--- config.mk ---
export PLATFORM = sky130hd
export DESIGN_NAME = hist_drain
export DESIGN_NICKNAME = d
export VERILOG_FILES = /design/src/rtl/hist_drain.sv
export SDC_FILE = /design/constraint.sdc
export NUM_CORES = 1
export LEC_CHECK = 0
export CAP_MARGIN = 5
export CORE_ASPECT_RATIO = 1.5
export CORE_UTILIZATION = 41
export CTS_CLUSTER_DIAMETER = 40
export CTS_CLUSTER_SIZE = 30
export DETAILED_ROUTE_END_ITERATION = 8
export PLACE_DENSITY = 0.67
export SETUP_SLACK_MARGIN = 0.05
export SLEW_MARGIN = 5
export SYNTH_ARGS = -nofsm -noshare
export SYNTH_HDL_FRONTEND = slang
export SYNTH_SLANG_ARGS = --single-unit
--- constraint.sdc ---
create_clock -name clk -period 2.9 [get_ports clk]
set_input_delay 0.58 -clock clk [delete_from_list [all_inputs] [get_ports clk]]
set_output_delay 0.58 -clock clk [all_outputs]
set_load 0.01 [all_outputs]
--- src/rtl/hist_drain.sv ---
// hist_drain: scans every histogram bin once, streams (bin, count) pairs over valid/ready
// and optionally zeroes each bin as its data returns. hold_upd stalls the updater meanwhile.
module hist_drain #(
  parameter int ADDR_W = 5,
  parameter int DATA_W = 32
) (
  input  logic              clk,
  input  logic              rst_n,
  input  logic              start,
  input  logic              clear_en,
  output logic              busy,
  output logic              hold_upd,
  output logic              done,
  output logic              ram_rd_en,
  output logic [ADDR_W-1:0] ram_rd_addr,
  input  logic [DATA_W-1:0] ram_rd_data,
  output logic              ram_wr_en,
  output logic [ADDR_W-1:0] ram_wr_addr,
  output logic [DATA_W-1:0] ram_wr_data,
  output logic              out_valid,
  input  logic              out_ready,
  output logic [ADDR_W-1:0] out_bin,
  output logic [DATA_W-1:0] out_count,
  output logic              out_last
);

  typedef enum logic [1:0] {
    S_IDLE  = 2'd0,
    S_SCAN  = 2'd1,
    S_FLUSH = 2'd2,
    S_DONE  = 2'd3
  } state_t;

  localparam logic [ADDR_W-1:0] LAST_BIN = {ADDR_W{1'b1}};
  localparam logic [ADDR_W-1:0] ONE_BIN  = ADDR_W'(1);

  state_t            r_state;
  logic              r_busy;
  logic              r_done;
  logic              r_clr;
  logic              r_rd_vld;
  logic              r_wr_en;
  logic [ADDR_W-1:0] r_addr;
  logic [ADDR_W-1:0] r_ret_bin;
  logic              r_h_v;
  logic              r_t_v;
  logic [ADDR_W-1:0] r_h_bin;
  logic [ADDR_W-1:0] r_t_bin;
  logic [DATA_W-1:0] r_h_cnt;
  logic [DATA_W-1:0] r_t_cnt;

  logic              w_pop;
  logic              w_push;
  logic              w_rd_en;
  logic [1:0]        w_level;

  // Slots committed after this cycle: FIFO entries plus the returning beat, less the one
  // leaving now. A new read is safe only if that leaves room for its data.
  always_comb begin
    w_pop   = r_h_v & out_ready;
    w_push  = r_rd_vld;
    w_level = {1'b0, r_h_v} + {1'b0, r_t_v} + {1'b0, r_rd_vld} - {1'b0, w_pop};
    w_rd_en = (r_state == S_SCAN) && (w_level < 2'd2);
  end

  always_ff @(posedge clk or negedge rst_n) begin
    if (!rst_n) begin
      r_state   <= S_IDLE;
      r_busy    <= 1'b0;
      r_done    <= 1'b0;
      r_clr     <= 1'b0;
      r_addr    <= '0;
      r_rd_vld  <= 1'b0;
      r_ret_bin <= '0;
      r_wr_en   <= 1'b0;
    end else begin
      r_rd_vld <= w_rd_en;
      r_wr_en  <= w_rd_en & r_clr;
      if (w_rd_en) begin
        r_ret_bin <= r_addr;
      end
      case (r_state)
        S_IDLE: begin
          if (start) begin
            r_state <= S_SCAN;
            r_busy  <= 1'b1;
            r_clr   <= clear_en;
            r_addr  <= '0;
          end
        end
        S_SCAN: begin
          if (w_rd_en) begin
            if (r_addr == LAST_BIN) begin
              r_state <= S_FLUSH;
            end else begin
              r_addr <= r_addr + ONE_BIN;
            end
          end
        end
        S_FLUSH: begin
          if (w_level == 2'd0) begin
            r_state <= S_DONE;
            r_done  <= 1'b1;
          end
        end
        S_DONE: begin
          r_state <= S_IDLE;
          r_done  <= 1'b0;
          r_busy  <= 1'b0;
          r_clr   <= 1'b0;
          r_addr  <= '0;
        end
        default: begin
          r_state <= S_IDLE;
        end
      endcase
    end
  end

  // Two-entry output FIFO; the head register drives the stream directly.
  always_ff @(posedge clk or negedge rst_n) begin
    if (!rst_n) begin
      r_h_v   <= 1'b0;
      r_t_v   <= 1'b0;
      r_h_bin <= '0;
      r_t_bin <= '0;
      r_h_cnt <= '0;
      r_t_cnt <= '0;
    end else if (w_pop) begin
      if (r_t_v) begin
        r_h_bin <= r_t_bin;
        r_h_cnt <= r_t_cnt;
        r_t_v   <= w_push;
        if (w_push) begin
          r_t_bin <= r_ret_bin;
          r_t_cnt <= ram_rd_data;
        end
      end else begin
        r_h_v <= w_push;
        if (w_push) begin
          r_h_bin <= r_ret_bin;
          r_h_cnt <= ram_rd_data;
        end
      end
    end else if (w_push) begin
      if (!r_h_v) begin
        r_h_v   <= 1'b1;
        r_h_bin <= r_ret_bin;
        r_h_cnt <= ram_rd_data;
      end else begin
        r_t_v   <= 1'b1;
        r_t_bin <= r_ret_bin;
        r_t_cnt <= ram_rd_data;
      end
    end
  end

  assign busy        = r_busy;
  assign hold_upd    = r_busy;
  assign done        = r_done;
  assign ram_rd_en   = w_rd_en;
  assign ram_rd_addr = r_addr;
  assign ram_wr_en   = r_wr_en;
  assign ram_wr_addr = r_ret_bin;
  assign ram_wr_data = '0;
  assign out_valid   = r_h_v;
  assign out_bin     = r_h_bin;
  assign out_count   = r_h_cnt;
  assign out_last    = r_h_v & (r_h_bin == LAST_BIN);

endmodule

; Word-level counts from Yosys, hierarchy flattened
; Index checks and enable logic that the tools add are counted.
[totals]
ff_bits = 93
elab_cells = 93
[classes]
add_sub_neg = 4
magnitude_cmp = 1
n_eq_ne = 14
muxes = 40
bitwise_logic = 3
reduce_logical = 17
[ops]
columns = operator, n
row1 = $mux W32, 9
row2 = $mux W5, 12
row3 = $pmux W5 S3, 1
row4 = $ne A2 B2 Y1 const B, 7
row5 = $reduce_and A4 Y1, 3
row6 = $eq A5 B5 Y1 const B, 2
row7 = $mux W1, 10
row8 = $reduce_bool A2 Y1, 5
row9 = $mux W2, 4
row10 = $pmux W2 S4, 1
row11 = $reduce_and A2 Y1, 4
row12 = $pmux W1 S2, 3
row13 = $add A5 B1 Y5 const B, 1
row14 = $eq A2 B2 Y1 const B, 2
row15 = $logic_not A2 Y1, 2
row16 = $ne A2 B1 Y1 const B, 2
row17 = $and A1 B1 Y1, 3
row18 = $reduce_and A3 Y1, 1
row19 = $reduce_bool A3 Y1, 1
row20 = $add A1 B1 Y2, 1
row21 = $add A2 B1 Y2, 1
row22 = $eq A2 B1 Y1 const B, 1
row23 = $lt A2 B2 Y1 const B, 1
row24 = $sub A2 B1 Y2, 1
row25 = $logic_and A1 B1 Y1, 1

; Logic depth before layout (Yosys ltp)
[depth]
word_depth = 7
ltp_mapped = 8

; Worst setup path before layout
; Ideal clock, no wire load.
[synth_path]
path_kind = input to output
startpoint = input port out_ready
endpoint = output port ram_rd_en
t_arrival_ps = 1980
setup_slack_ps = 340
stages = 7
path_buffers = 0
cell_sequence = nand2_1 -> ha_1 -> inv_1 -> fa_1 -> xor2_1 -> nand2_1 -> inv_1
[synth_between]
elab_chain_len = 4
[synth_lines]
columns = element, line_no
row1 = from (decl), 21  ; input logic out_ready,
row2 = $and A1 B1 Y1, 60  ; w_pop = r_h_v & out_ready;
row3 = $sub A2 B1 Y2, 62  ; w_level = {1'b0, r_h_v} + {1'b0, r_t_v} + {1'b0, r_rd_vld} - {1'b0, w_pop};
row4 = $lt A2 B2 Y1, 63  ; w_rd_en = (r_state == S_SCAN) && (w_level < 2'd2);
row5 = $logic_and A1 B1 Y1, 63
row6 = to (decl), 14  ; output logic ram_rd_en,
; Every way passes these cells.

; Final worst setup path
; Ends and elaborated chain as after synthesis.

==> key figures <==
Status
  • Status: complete, no violations

Job
  • Max Cap Viol: 0

Floorplan
  • Starting density of the core: 0.425
  • Die area: 11000 µm²
  • Die H: 128 µm
  • Row cnt: 45
  • Core area: 10200 µm²
  • Die width: 86.1 µm
  • IO Count: 123

STA
  • Setup TNS: 0 ns
  • Slew Viols, Final: 0
  • FMAX: 363 MHz
  • Clock Skew: 0.00416 ns
  • Worst slew pin tran: 0.554 ns
  • Max_slew headroom: 0.631
  • Min Tclk post-route: 2.75 ns
  • Hold Violations, Final: 0
  • Final WS setup: 0.148 ns
  • RSZ-0062 raised after global routing: false
  • Period Utilization, post-route: 0.949
  • Endpoints failing setup: 0

Critical path
  • Worst reg2reg setup slack: 0.55 ns
  • Worst path required time: 2.32 ns
  • Critical Path Source Type: primary input
  • CP startpoint: out_ready
  • Worst setup EP type: primary output
  • Reg2reg end: r_state[1]
  • CP max FO: 4
  • Worst r2r path cells: 9
  • WS Path Type: primary input to primary output
  • Worst Setup EP: ram_rd_en
  • Reg2reg start: r_rd_vld
  • Critical Path AT: 2.17 ns

Routing
  • DR vias: 2928
  • Drt wl/cell: 13.7 µm
  • Via-to-Cell Ratio: 4.77
  • Residual DRC count: 0
  • First DRT Iteration DRCs: 81
  • ANT nets after route: 0
  • Drt total wl: 8390 µm
  • DR pass1 iterations: 4

Synth
  • Sequential fraction of the synthesis area: 0.534
  • Synthesized area: 4350 µm²
  • Syn avg cell area: 11.8 µm²
  • Synth Instances: 370
  • Synth area leaders: dfrtp_1 53%, mux2_2 11%, mux2i_1 9.0%
  • Top cell type's share of synthesized area: 0.534
  • Yosys top cell by area: dfrtp_1
  • Synthesis warning total: 0
  • Distinct cells, synth: 37
  • #FFs+latches synth: 93

Min path
  • Min-Delay Path Class: primary input to asynchronous set/reset pin

Pwr
  • Peak VDD IR: 0.638 mV
  • Total power: 5.82 mW
  • Combinational Power Share: 0.435
  • Clock share of power: 0.183
  • Sequential Power Share: 0.382
  • Total power per unit cell area: 1030 nW/µm²
  • Static leakage: 2.67 nW
  • Switch share: 0.329
  • Power Internal: 3.90 mW
  • Psw: 1.92 mW

Global routing
  • GRT Resource Usage Total: 0.160
  • Vias in the first global route: 2821
  • First-pass GRT wire length: 13600 µm
  • Initial antenna violation count: 0
  • Largest net degree at the start of global routing: 52
  • GRT overflow: 0

Cells and area
  • Syn-to-layout area delta: 29.3%
  • Nets@finish: 516
  • Layout fillers: 921
  • Diodes inserted: 0
  • Multi-input logic area: 1770 µm²
  • Sequential cell area: 2330 µm²
  • Fraction of layout cells with a size suffix above 1: 0.163

Clocking
  • Max clock buf depth: 2
  • CTS buffer count: 9
  • Cts hold-fix bufs: 0
  • CTS H-tree depth: 3
  • CTS tree: done
  • Root Driver: clkbuf_16
  • Clk sinks: 93
  • CTS clk-pin slew, worst paths: 0.06 ns
  • # Post-CTS Setup Buffers: 0
  • Clock Latency Late Sink: 0.33 ns

Place
  • I/O Buffers: 90
  • Placer congestion estimate: 0.827
  • Place WS: -0.492 ns
  • Dpl hpwl: 5960 µm
==> stage by stage <==
stage | std cells | hold slack [ns] | util | area (µm²)
6_report | 614 | 0.235 | 0.549 | 5630
3_3_place_gp | 600 | 0.485 | 0.523 | 5360
3_5_place_dp | 600 | 0.492 | 0.523 | 5360
4_1_cts | 614 | 0.252 | 0.549 | 5630
5_1_grt | 614 | 0.283 | 0.549 | 5630
2_1_floorplan | 401 | 0.284 | - | 4470
==> state kept, by name, indices dropped and copies added (netlist names) <==
| signal | count |
|---|---|
| done | 1 |
| out_valid | 1 |
| r_rd_vld | 1 |
| ram_wr_en | 1 |
| ram_rd_addr | 5 |
| r_t_bin | 5 |
| r_t_cnt | 32 |
| out_count | 32 |
| ram_wr_addr | 5 |
| r_t_v | 1 |
| r_clr | 1 |
| out_bin | 5 |
| busy | 1 |
| r_state | 2 |
==> final cells by class <==
cell class / instances / share of cell area
Clock buffer: 12 / 0.0456
Clock inverter: 2 / 0.00178
Inverter: 11 / 0.00734
Multi-Input combinational cell: 249 / 0.315
Sequential cell: 93 / 0.414
Tap cell: 141 / 0.0313
Timing Repair Buffer: 106 / 0.185
==> critical path, cell delays in order <==
cell and delay [ns]:
dlygate4sd2_1 0.25, nand2_1 0.09, ha_1 0.28, inv_1 0.05
fa_2 0.34, xor2_1 0.18, nand2_1 0.09, inv_1 0.08
clkdlybuf4s15_2 0.22
==> placed cells by master, fill, tap and decap left out, types with 8 or more instances in the layout <==
master / count
conb_1: 32
buf_4: 15
inv_1: 11
nor2_1: 40
nand2_1: 9
clkdlybuf4s50_1: 87
o21ai_0: 8
ha_1: 8
clkbuf_16: 9
a21oi_1: 40
mux2_2: 42
mux2i_1: 39
dfrtp_1: 93
==> routing by layer <==
metal / GRT usage / routed length [µm]
met3: 0.0348 / 325
met1: 0.192 / 3460
met2: 0.278 / 4470
met4: 0.0608 / 136
met5: 0 / 0
==> cell usage after synthesis (all sizes together) <==
master,instances
a211o,1
a21boi,2
a21oi,40
a221oi,1
a31oi,2
and2,2
and3,2
buf,47
clkbuf,1
conb,1
dfrtp,93
fa,1
ha,8
inv,11
mux2,42
mux2i,39
nand2,10
nand2b,2
nand3,2
nand4,1
nand4b,1
nor2,40
nor2b,2
nor3,1
o21ai,9
o22ai,2
o311ai,1
o31ai,2
o32a,1
or3b,1
xnor2,1
xor2,1
==> power groups by stage <==
stage	combinational, mW	clock [mW]	sequential (mW)
after global placement	2.51	0	2.22
after detailed placement	2.57	0	2.25
final	2.53	1.07	2.23
after global routing	2.77	1.15	2.30
after floorplan	1.40	0	2.32
after CTS	2.58	1.10	2.23
==> kinds of logic after synthesis <==
logic type	Yosys count	share of synthesized area
multiplexers	81	0.198
other	1	0.000861
adder cells (fa/ha/maj)	9	0.0276
AO/OA/AOI/OAI	61	0.0796
flip-flops	93	0.534
XOR/XNOR	2	0.00402
AND/OR/NAND/NOR	64	0.0652
buffers and inverters	59	0.0899
==> worst min path at each step <==
| stage | start | end | slack, ns |
|---|---|---|---|
| floorplan | rst_n | busy | 0.28 |
| global placement | r_t_cnt[13] | r_t_cnt[13] | 0.48 |
| detailed placement | r_t_cnt[28] | r_t_cnt[28] | 0.49 |
| CTS | rst_n | busy | 0.25 |
| global route | rst_n | busy | 0.28 |
| finish | rst_n | busy | 0.24 |
==> what timing repair did <==
action	4_1_cts	5_1_grt
gates resized for setup	5	0
gates cloned	0	0
pin swaps	1	1
setup endpoints to repair	1	1
Power figures use the tool's default switching activity.
